==> config.mk <==
export PLATFORM = sky130hd
export DESIGN_NAME = dnn_layer1_relu_sink
export DESIGN_NICKNAME = d
export VERILOG_FILES = /design/src/rtl/dnn_pkg.sv /design/src/rtl/dnn_relu_requant.sv /design/src/rtl/dnn_layer1_relu_sink.sv
export SDC_FILE = /design/constraint.sdc
export NUM_CORES = 1
export LEC_CHECK = 0
export ABC_AREA = 1
export CORE_MARGIN = 4
export CORE_UTILIZATION = 35
export DETAILED_ROUTE_END_ITERATION = 8
export HOLD_SLACK_MARGIN = 0.03
export SLEW_MARGIN = 10
export SYNTH_ARGS = -nofsm -noshare
export SYNTH_HDL_FRONTEND = slang
export SYNTH_SLANG_ARGS = --single-unit
export TNS_END_PERCENT = 10
==> constraint.sdc <==
create_clock -name clk -period 3.12 [get_ports clk]
set_input_delay 0.624 -clock clk [delete_from_list [all_inputs] [get_ports clk]]
set_output_delay 0.624 -clock clk [all_outputs]
set_load 0.1 [all_outputs]
==> src/rtl/dnn_pkg.sv <==
// dnn_pkg: shared widths and vector types for the layer-1 MAC / ReLU boundary.
package dnn_pkg;
    localparam int MAC_W = 17;
    localparam int ACT_W = 7;
    localparam int SHIFT_DEF = 6;
    typedef logic [3:0][ACT_W-1:0] act_vec_t;
    typedef logic [3:0][MAC_W-1:0] mac_vec_t;
endpackage

==> src/rtl/dnn_relu_requant.sv <==
// dnn_relu_requant: single-lane ReLU, right-shift requantize and saturate.
// DNN_RELU_ROUND_EN selects round-half-up instead of truncation before the shift.
module dnn_relu_requant #(
    parameter int IN_SIZE = 17,
    parameter int OUT_SIZE = 7,
    parameter int SHIFT = 6
) (
    input  logic [IN_SIZE-1:0]  v,
    output logic [OUT_SIZE-1:0] y
);
    localparam logic signed [IN_SIZE:0] MAX = (IN_SIZE+1)'(2**(OUT_SIZE-1)-1);
`ifdef DNN_RELU_ROUND_EN
    localparam logic signed [IN_SIZE:0] HALF = (IN_SIZE+1)'(2**(SHIFT-1));
`else
    localparam logic signed [IN_SIZE:0] HALF = '0;
`endif
    logic signed [IN_SIZE:0] ext, r;
    // one extra bit keeps the rounding add from wrapping at the positive limit
    assign ext = $signed({v[IN_SIZE-1], v});
    assign r = (ext + HALF) >>> SHIFT;
    assign y = v[IN_SIZE-1] ? '0 : (r > MAX ? MAX[OUT_SIZE-1:0] : r[OUT_SIZE-1:0]);
endmodule

==> src/rtl/dnn_layer1_relu_sink.sv <==
// dnn_layer1_relu_sink: captures MAC sums, applies ReLU/requantize, buffers in a FIFO.
// Rounding mode follows the DNN_RELU_ROUND_EN macro inside dnn_relu_requant.
module dnn_layer1_relu_sink
    import dnn_pkg::*;
#(
    parameter int IN_SIZE = MAC_W,
    parameter int OUT_SIZE = ACT_W,
    parameter int SHIFT = SHIFT_DEF,
    parameter int DEPTH = 4
) (
    input  logic                       clk,
    input  logic                       rst,
    input  logic                       mac_ready,
    input  logic [IN_SIZE-1:0]         in4,
    input  logic [IN_SIZE-1:0]         in5,
    input  logic [IN_SIZE-1:0]         in6,
    input  logic [IN_SIZE-1:0]         in7,
    output logic                       out_valid,
    input  logic                       out_ready,
    output logic [OUT_SIZE-1:0]        y4,
    output logic [OUT_SIZE-1:0]        y5,
    output logic [OUT_SIZE-1:0]        y6,
    output logic [OUT_SIZE-1:0]        y7,
    output logic                       hold,
    output logic [$clog2(DEPTH+1)-1:0] count,
    output logic                       overflow
);
    localparam int PW = $clog2(DEPTH);
    localparam int CW = $clog2(DEPTH+1);
    mac_vec_t din;
    act_vec_t wdata, head;
    act_vec_t mem [DEPTH];
    logic [PW-1:0] wr_ptr, rd_ptr;
    logic [CW-1:0] count_nxt;
    logic push, pop;
    assign din = {in7, in6, in5, in4};
    for (genvar i = 0; i < 4; i++) begin : g_lane
        dnn_relu_requant #(.IN_SIZE(IN_SIZE), .OUT_SIZE(OUT_SIZE), .SHIFT(SHIFT)) u_lane (
            .v(din[i]),
            .y(wdata[i])
        );
    end
    assign out_valid = count != '0;
    assign pop = out_valid && out_ready;
    // a pop frees a slot in the same cycle, so a full FIFO still accepts
    assign push = mac_ready && (count != CW'(DEPTH) || pop);
    assign count_nxt = count + CW'(push) - CW'(pop);
    assign head = mem[rd_ptr];
    assign y4 = out_valid ? head[0] : '0;
    assign y5 = out_valid ? head[1] : '0;
    assign y6 = out_valid ? head[2] : '0;
    assign y7 = out_valid ? head[3] : '0;
    always_ff @(posedge clk or posedge rst) begin
        if (rst) begin
            count <= '0;
            wr_ptr <= '0;
            rd_ptr <= '0;
            hold <= 1'b0;
            overflow <= 1'b0;
        end else begin
            count <= count_nxt;
            wr_ptr <= push ? wr_ptr + PW'(1) : wr_ptr;
            rd_ptr <= pop ? rd_ptr + PW'(1) : rd_ptr;
            hold <= count_nxt == CW'(DEPTH);
            overflow <= overflow || (mac_ready && !push);
        end
    end
    always_ff @(posedge clk) begin
        if (push) mem[wr_ptr] <= wdata;
    end
endmodule
==> impl_metrics.env <==
export IMPL_routed_wl_mm=12.01
export IMPL_relSlewSlack_pct=55.55
export IMPL_worstPathRequired_ns=2.50
export IMPL_clk_pin_slew_ns=0.05
export IMPL_fin_crit_sh_pct=85.94
export IMPL_tightestPinTransition_ns=0.6668
export IMPL_antenna_cells=0
export IMPL_num_nets_final=753
export IMPL_cts_tree="yes"
export IMPL_htree_num_levels=4
export IMPL_drtIter0Drc=201
export IMPL_portBuffers=81
export IMPL_post_cts_buffers=0
export IMPL_pin_count=106
export IMPL_post_place_ws_ns=0.3099
export IMPL_grt_max_degree=59
export IMPL_firstDrtPassIters=4
export IMPL_crit_fanout=12
export IMPL_finalMaxSlewViolations=0
export IMPL_ys_ff_latch=121
export IMPL_cts_sinks=121
export IMPL_reg2reg_slack_ns=0.74
export IMPL_die_width_um=134.1
export IMPL_dpl_hpwl_mm=7.660
export IMPL_min_period_ns=2.681
export IMPL_drcViolationCount=0
export IMPL_tns_ns=0
export IMPL_post_cts_resized=0
export IMPL_grt_first_pass_wirelength_mm=19.89
export IMPL_vias=3918
export IMPL_criticalPathCategory="reg2out"
export IMPL_holdBufCountCts=0
export IMPL_cts_buffers=17
export IMPL_clockBufferDepth=2
export IMPL_fin_worst_skew_ns=0.006590
export IMPL_track_usage_pct=14.20
export IMPL_ant_nets=0
export IMPL_die_area_um2=17970
export IMPL_drt_wirelength_per_cell_um=13.37
export IMPL_syn_avg_cell_area_um2=9.792
export IMPL_root_buffer="clkbuf_16"
export IMPL_synth_cells=568
export IMPL_synth_top_area_share_pct=60.47
export IMPL_finalInstanceArea_um2=7868
export IMPL_synthesis_area_um2=5562
export IMPL_clock_latency_ns=0.40
export IMPL_start_util_pct=36.18
export IMPL_setup_slack_ns=0.4387
export IMPL_setup_viol=0
export IMPL_status="complete, no violations"
export IMPL_fin_util_pct=51.18
export IMPL_hold_path_class="reg2reg"
export IMPL_yosysSeqAreaShare_pct=64.52
export IMPL_grt_pass1_vias=4131
export IMPL_drive_gt1_share_pct=16.30
export IMPL_syn2layout_area_growth_pct=41.46
export IMPL_placed_area_um2=7321
export IMPL_end_kind="primary output"
export IMPL_core_um2=15370
export IMPL_routed_via_density=4.363
export IMPL_rsz0062_at_grt="false"
export IMPL_rows=45
export IMPL_yosysTopAreaCell="edfxtp_1"
export IMPL_antenna_found_initial=0
export IMPL_yosysWarnings=0
export IMPL_maxCapViolCount=0
export IMPL_fmax_mhz=373.0
export IMPL_gp_congestion=0.7335
export IMPL_cp_data_arrival_time_ns=2.06
export IMPL_cp_start_kind="flop"
export IMPL_synth_distinct_cells=19
export IMPL_overflow=0
export IMPL_die_y_um=134.1
export IMPL_synth_area_leaders="edfxtp_1 (60%), inv_1 (10%), nand2_1 (9.0%)"
export IMPL_finalHoldViolations=0
==> Yosys cell counts <==
library cell / n
buf_2: 7
dfrtp_1: 9
buf_6: 7
a21oi_1: 29
ha_1: 6
clkbuf_1: 3
nand3_1: 59
inv_1: 153
a31o_2: 1
inv_2: 3
edfxtp_1: 112
fa_1: 1
o21ai_0: 25
conb_1: 1
buf_4: 3
xnor2_1: 1
nand2_1: 133
or2_2: 1
nor2_1: 14
==> flip-flops by register name (all words and copies together), names as in the netlist <==
register,cells
mem,112
count,3
rd_ptr,2
wr_ptr,2
hold,1
overflow,1
==> cell families (layout without fill, tap and decap cells) <==
logic type                 after synthesis  count (layout)  share of synthesized area [%]
and+or+nand+nor                        207             207                          15.34
buffers and inverters                  176             280                          13.18
DFF                                    121             121                          64.52
AOI/OAI and AO/OA                       55              55                          5.017
adders and majority gates                7               7                          1.710
other                                    1              16                        0.06743
xor gates and xnor gates                 1               1                         0.1575
==> layout by cell type (no fill, tap or decap), types with 2 or more instances in the layout <==
| cell | synthesis | layout |
|---|---|---|
| clkdlybuf4s50_1 | 0 | 47 |
| nand2_1 | 133 | 132 |
| inv_2 | 3 | 3 |
| edfxtp_1 | 112 | 112 |
| clkbuf_1 | 3 | 5 |
| ha_1 | 6 | 6 |
| clkinv_2 | 0 | 4 |
| clkbuf_16 | 0 | 17 |
| clkinv_1 | 0 | 2 |
| o21ai_0 | 25 | 25 |
| nand3_1 | 59 | 59 |
| buf_4 | 3 | 11 |
| bufinv_16 | 0 | 2 |
| a21oi_4 | 0 | 28 |
| clkinvlp_4 | 0 | 2 |
| conb_1 | 1 | 16 |
| buf_12 | 0 | 34 |
| nor2_4 | 0 | 4 |
| inv_1 | 153 | 153 |
| dfrtp_1 | 9 | 5 |
| dfrtp_2 | 0 | 4 |
| nor2_1 | 14 | 10 |
==> layer usage <==
metal	up-vias	GRT usage (%)	part of all wire, %
li1	1973	-	-
met1	1877	16.32	42
met2	57	26.17	54
met3	11	2.776	3.2
met4	0	5.317	1.1
met5	-	0	0
==> area by class of cell <==
| cell class | count | area (um^2) |
|---|---|---|
| well taps | 211 | 264.0 |
| inverters | 156 | 585.6 |
| clock inverters | 10 | 102.6 |
| fillers | 1347 | 7503 |
| repair buffers | 92 | 1234 |
| flip-flops and latches | 121 | 3593 |
| multi-input cells | 286 | 1644 |
| clock buffers | 22 | 444.2 |
==> path summary, 6_finish.rpt <==
| check | start | endpoint | cells past startpoint |
|---|---|---|---|
| max | count[1] | y7[4] | 6 |
| min | overflow | overflow | 1 |
| max reg2reg | count[1] | hold | 10 |
| min reg2reg | overflow | overflow | 1 |
| max in group asynchronous | rst | count[0] | 2 |
| min in group asynchronous | rst | hold | 2 |
==> worst max-delay path, cell delays in order, from the launching register on <==
cell	delay (ns)
dfrtp_2	0.42
nor2_1	0.22
nand2_2	0.11
inv_2	0.38
buf_12	0.27
a21oi_4	0.07
buf_12	0.17
==> through the flow <==
step / hold slack (ns) / cells
floorplan: 0.4517 / 583
global placement: 0.4595 / 866
detailed placement: 0.4586 / 866
CTS: 0.4814 / 898
global route: 0.5124 / 898
finish: 0.4837 / 898
Power is left out: the tool's default activity adds up to more than one toggle a clock period on the data nets, which glitch-free logic cannot reach.
